--- src/rtl/iob_nesctrl_pad_if.sv ---
// Signal bundle between the SoC/console side (master) and the NES pad emulator (slave).
interface iob_nesctrl_pad_if #(
  parameter int N_BITS = 8
) ();
  localparam int CW = $clog2(N_BITS + 1);

  logic              en;
  logic [N_BITS-1:0] buttons;
  logic              pad_latch_i;
  logic              pad_clk_i;
  logic              pad_data_o;
  logic [CW-1:0]     shift_cnt;
  logic              frame_done;
  logic              frame_abort;
  logic [15:0]       frame_cnt;

  modport master (
    output en, buttons, pad_latch_i, pad_clk_i,
    input  pad_data_o, shift_cnt, frame_done, frame_abort, frame_cnt
  );

  modport slave (
    input  en, buttons, pad_latch_i, pad_clk_i,
    output pad_data_o, shift_cnt, frame_done, frame_abort, frame_cnt
  );
endinterface

--- src/rtl/iob_nesctrl_pad.sv ---
// NES controller device-side emulation: synchronizes the console latch/clock, loads the
// inverted button vector and shifts it out bit 0 first on the active-low data line.
module iob_nesctrl_pad #(
  parameter int   N_BITS   = 8,
  parameter logic FILL_VAL = 1'b0
) (
  input logic              clk,
  input logic              rst,
  iob_nesctrl_pad_if.slave bus
);
  localparam int            CW      = $clog2(N_BITS + 1);
  localparam logic [CW-1:0] CNT_MAX = CW'(N_BITS);

  typedef enum logic [1:0] {IDLE, LOAD, SHIFT, DONE} state_t;

  state_t            r_state;
  logic [1:0]        r_latch_sync;
  logic [1:0]        r_clk_sync;
  logic              r_clk_d;
  logic [N_BITS-1:0] r_sr;
  logic [CW-1:0]     r_shift_cnt;
  logic [15:0]       r_frame_cnt;
  logic              r_frame_done;
  logic              r_frame_abort;

  logic              w_latch_s;
  logic              w_clk_s;
  logic              w_clk_rise;
  logic [N_BITS-1:0] w_sr_shifted;
  logic [CW-1:0]     w_cnt_inc;

  assign w_latch_s    = r_latch_sync[1];
  assign w_clk_s      = r_clk_sync[1];
  assign w_clk_rise   = w_clk_s & ~r_clk_d;
  assign w_sr_shifted = {FILL_VAL, r_sr[N_BITS-1:1]};
  assign w_cnt_inc    = r_shift_cnt + 1'b1;

  always_ff @(posedge clk) begin
    if (rst) begin
      r_latch_sync  <= '0;
      r_clk_sync    <= '0;
      r_clk_d       <= 1'b0;
      r_state       <= IDLE;
      r_sr          <= '1;
      r_shift_cnt   <= '0;
      r_frame_cnt   <= '0;
      r_frame_done  <= 1'b0;
      r_frame_abort <= 1'b0;
    end else begin
      r_latch_sync  <= {r_latch_sync[0], bus.pad_latch_i};
      r_clk_sync    <= {r_clk_sync[0], bus.pad_clk_i};
      r_clk_d       <= w_clk_s;
      r_frame_done  <= 1'b0;
      r_frame_abort <= 1'b0;
      if (!bus.en) begin
        r_state <= IDLE;
      end else begin
        case (r_state)
          IDLE: begin
            if (w_latch_s) r_state <= LOAD;
          end
          LOAD: begin
            // Transparent while latched; the value seen on the last latched cycle is kept.
            if (!w_latch_s) begin
              r_state <= SHIFT;
            end else begin
              r_sr        <= ~bus.buttons;
              r_shift_cnt <= '0;
            end
          end
          SHIFT: begin
            if (w_latch_s) begin
              r_state       <= LOAD;
              r_frame_abort <= (r_shift_cnt != '0);
            end else if (w_clk_rise) begin
              r_sr        <= w_sr_shifted;
              r_shift_cnt <= w_cnt_inc;
              if (w_cnt_inc == CNT_MAX) begin
                r_state      <= DONE;
                r_frame_done <= 1'b1;
                r_frame_cnt  <= r_frame_cnt + 16'd1;
              end
            end
          end
          DONE: begin
            if (w_latch_s) r_state <= LOAD;
            else if (w_clk_rise) r_sr <= w_sr_shifted;
          end
          default: r_state <= IDLE;
        endcase
      end
    end
  end

  assign bus.pad_data_o  = (bus.en && (r_state != IDLE)) ? r_sr[0] : 1'b1;
  assign bus.shift_cnt   = r_shift_cnt;
  assign bus.frame_done  = r_frame_done;
  assign bus.frame_abort = r_frame_abort;
  assign bus.frame_cnt   = r_frame_cnt;
endmodule

--- src/flat_wrapper.sv ---
// flat-port wrapper written by rule: the top's interface ports become plain ports
module iob_nesctrl_pad_flat 
#(
  parameter int   N_BITS   = 8,
  parameter logic FILL_VAL = 1'b0
)
  (clk, rst, bus_en, bus_buttons, bus_pad_latch_i, bus_pad_clk_i, bus_pad_data_o, bus_shift_cnt, bus_frame_done, bus_frame_abort, bus_frame_cnt);
  iob_nesctrl_pad_if #(.N_BITS(N_BITS)) bus_i ();
  input logic clk;
  input logic rst;
  input wire logic [$bits(bus_i.en)-1:0] bus_en;
  input wire logic [$bits(bus_i.buttons)-1:0] bus_buttons;
  input wire logic [$bits(bus_i.pad_latch_i)-1:0] bus_pad_latch_i;
  input wire logic [$bits(bus_i.pad_clk_i)-1:0] bus_pad_clk_i;
  output wire logic [$bits(bus_i.pad_data_o)-1:0] bus_pad_data_o;
  output wire logic [$bits(bus_i.shift_cnt)-1:0] bus_shift_cnt;
  output wire logic [$bits(bus_i.frame_done)-1:0] bus_frame_done;
  output wire logic [$bits(bus_i.frame_abort)-1:0] bus_frame_abort;
  output wire logic [$bits(bus_i.frame_cnt)-1:0] bus_frame_cnt;
  assign bus_i.en = bus_en;
  assign bus_i.buttons = bus_buttons;
  assign bus_i.pad_latch_i = bus_pad_latch_i;
  assign bus_i.pad_clk_i = bus_pad_clk_i;
  assign bus_pad_data_o = bus_i.pad_data_o;
  assign bus_shift_cnt = bus_i.shift_cnt;
  assign bus_frame_done = bus_i.frame_done;
  assign bus_frame_abort = bus_i.frame_abort;
  assign bus_frame_cnt = bus_i.frame_cnt;
  iob_nesctrl_pad #(.N_BITS(N_BITS), .FILL_VAL(FILL_VAL)) u_core (.clk(clk), .rst(rst), .bus(bus_i));
endmodule
--- config.mk ---
export PLATFORM = sky130hd
export DESIGN_NAME = iob_nesctrl_pad_flat
export DESIGN_NICKNAME = d
export VERILOG_FILES = /design/src/rtl/iob_nesctrl_pad_if.sv /design/src/rtl/iob_nesctrl_pad.sv /design/src/flat_wrapper.sv
export SDC_FILE = /design/constraint.sdc
export NUM_CORES = 1
export LEC_CHECK = 0
export CORE_ASPECT_RATIO = 1.75
export CORE_MARGIN = 2
export CORE_UTILIZATION = 37
export DETAILED_ROUTE_END_ITERATION = 12
export PLACE_DENSITY = 0.57
export SLEW_MARGIN = 30
export SYNTH_ARGS = -nofsm -noshare
export SYNTH_HDL_FRONTEND = slang
export SYNTH_SLANG_ARGS = --single-unit
--- constraint.sdc ---
create_clock -name clk -period 2.4 [get_ports clk]
set_input_delay 0.48 -clock clk [delete_from_list [all_inputs] [get_ports clk]]
set_output_delay 0.48 -clock clk [all_outputs]
set_load 0.02 [all_outputs]
==> impl_metrics.ini <==
[finish]
areaGrowthSynthToFinish_pct = 29.6
final_nets = 264
nFillCells = 486
drive_gt1_share_pct = 8.20
regArea_um2 = 741
multi_input_area_um2 = 1000
diodes = 0
stdcell_count = 296
final_area_um2 = 2370
finalCoreUtilization_pct = 50.4

[sta]
finalHoldViolCount = 0
tightest_slew_ps = 544
finalCritPeriodShare_pct = 92.4
fin_crit_ps = 2220
slew_viol_final = 0
rsz0062_at_grt = false
finalWorstSetupSlack_ps = 182
clock-skew-final_ps = 5.84
finalSetupViolations = 0
clock.fmax_mhz = 451
slew-limit-headroom_pct = 63.7
fin_hold_ws_ps = 439

[global_route]
grt_overflow = 0
grt_pass1_wl_um = 7150
top_usage_layer = met2
grt_start_max_net_pins = 22
gr-usage-met3_pct = 3.06
antenna_found_initial = 0
use_met1_pct = 16.9
grt_use_total_pct = 16.1
grt_pass1_vias = 1627
use_met2_pct = 28.8

[synthesis]
synth.avg_cell_area_um2 = 8.89
ys_ff_latch = 37
async_flop_share_pct = 0
synth_ff_type = dfxtp_1
syn_inst = 206
ys_warn_count = 0
synth_edf_count = 0
synth.area.top_cells = dfxtp_1 (40%), ha_1 (5.5%), nor2_1 (4.5%), mux2i_1 (4.4%), a21oi_1 (4.1%)
syn-num-nets = 227
yosysUniqueCellTypes = 46
netlist_top_cells_count = dfxtp_1 (37), nor2_1 (22), a21oi_1 (15), inv_1 (10), o31ai_1 (9)
yosysTopAreaCell = dfxtp_1
synth_area_um2 = 1830
synth_top_area_share_pct = 40.4
yosysMostFrequentCell = dfxtp_1
yosysSeqAreaShare_pct = 40.4

[cts]
clk_pin_slew_ps = 70
clock_sinks = 37
clock_latency_ps = 290
htreeDepth = 2
cts_tree = built
cts_buffer_depth = 2
cts-root-buf = clkbuf_8
cts_inserted_buffers = 5

[pwr]
powerDensity_nw_per_um2 = 566
power_switching_uw = 270
swShare_pct = 20.1
peakVddDrop_mv = 0.379
p_int_mw = 1.07
power_frac_comb_pct = 6.0
pwr-share-clk_pct = 47.6
leakagePower_nw = 0.857
seq_power_share_pct = 46.4

[die]
die_area_um2 = 5550
ioPinCount = 36
fp-row-count = 33
dieWidth_um = 57.2
fp.dieH_um = 97.1
core_area_um2 = 4710
start_util_pct = 38.9

[setup_path]
critPathBufInv = 2
crit_family = buffers and inverters
critPathKind = reg2out
slowest_delay_ps = 430
cp-end-kind = primary output
start_kind = flop
worstPathArrival_ps = 1740
crit_fanout = 4
cp_slowest_cell = or3b_2
worst_ep_required_time_ps = 1920
crit_chain = inv_1 > ha_1 > or3b_2 > dlygate4sd2_1

[placed_design]
routabilityCongestion = 0.748
dp.cells = 288
io_buffers = 35
dp_slack_ps = -9.70
dp_hpwl_um = 3080
placed_area_um2 = 2240

[detailed_routing]
drtIter0Drc = 32
vias_per_cell = 5.47
antenna_left = 0
wire_per_inst_um = 13.7
totalWireLength_um = 4060
drtPass1Iterations = 4
num_vias = 1619
drc = 0

[job]
maxCapViolations = 0

[min_path]
min_path_type = reg2reg

[outcome]
status = finished clean
==> per-layer routing <==
metal	routed length, um	vias up
li1	-	832
met1	1570	736
met2	2230	43
met3	147	8
met4	108	0
met5	0	-
==> power by group through the flow <==
stage                     combinational [mW]  sequential [mW]  clock (mW)
after floorplan                       0.0472            0.637           0
after global placement                0.0819            0.639           0
after detailed placement              0.0817            0.639           0
after CTS                             0.0821            0.624       0.656
after global routing                  0.0914            0.625       0.682
final                                 0.0806            0.624       0.640
==> layout make-up <==
type	count	share of cell area (%)
Inverter	10	1.58
Clock inverter	3	2.74
Clock buffer	5	2.90
Sequential cell	37	31.2
Tap cell	52	2.74
Timing Repair Buffer	41	16.6
Multi-Input combinational cell	148	42.2
==> through the flow <==
step                TNS, ps  total power, mW
floorplan                 0            0.684
global placement      -11.0            0.721
detailed placement    -9.70            0.720
CTS                       0             1.36
global route              0             1.40
finish                    0             1.34
==> logic make-up (layout without fill, tap and decap cells) <==
| family | Yosys count | count (layout) | share of synthesized area, % |
|---|---|---|---|
| DFF | 37 | 37 | 40.4 |
| adders and majority gates | 8 | 8 | 5.46 |
| xor gates and xnor gates | 2 | 2 | 0.956 |
| AOI/OAI and AO/OA | 53 | 53 | 19.8 |
| buffers and inverters | 21 | 59 | 4.85 |
| muxes | 8 | 8 | 4.37 |
| and+or+nand+nor | 77 | 77 | 24.1 |
==> final timing paths <==
path | cells after the start | slack, ps | start | end
worst max-delay path | 4 | 180 | u_core.r_state[0]$_SDFFE_PP0P_ | bus_pad_data_o
worst min-delay path | 1 | 440 | u_core.r_latch_sync[0]$_SDFF_PP0_ | u_core.r_latch_sync[1]$_SDFF_PP0_
worst max register to register | 6 | 330 | u_core.r_state[0]$_SDFFE_PP0P_ | u_core.r_sr[2]$_SDFFE_PP1P_
worst min register to register | 1 | 440 | u_core.r_latch_sync[0]$_SDFF_PP0_ | u_core.r_latch_sync[1]$_SDFF_PP0_
==> layout by cell type, fill, tap and decap left out, types with 2 or more instances in the layout <==
master            n
and3b_1           2
nand3b_1          2
and4_1            2
nand3_1           5
o21ai_0           7
nor3_1            2
clkbuf_8          5
buf_4             6
o2111ai_1         2
dfxtp_1          37
o31ai_1           9
or4_1             7
bufinv_16         2
nand2_1           7
nor2_1           22
mux2i_1           8
or3_1             7
ha_1              8
a21oi_1          15
inv_1            10
a211oi_1          7
a311oi_1          3
clkdlybuf4s50_1  34
nand4_1           3
nor2b_1           8
==> sequential cells by signal, indices dropped and copies added (netlist names), 2 cells and up <==
| signal | count |
|---|---|
| u_core.r_latch_sync | 2 |
| u_core.r_state | 2 |
| u_core.r_sr | 8 |
| u_core.bus.shift_cnt | 4 |
| u_core.bus.frame_cnt | 16 |
| u_core.r_clk_sync | 2 |
==> what timing repair did <==
action                     4_1_cts  5_1_grt
setup buffers                    0        0
gates resized for setup          1        0
hold buffers                     0        0
setup endpoints to repair        1        0
(Power assumes the default switching activity.)
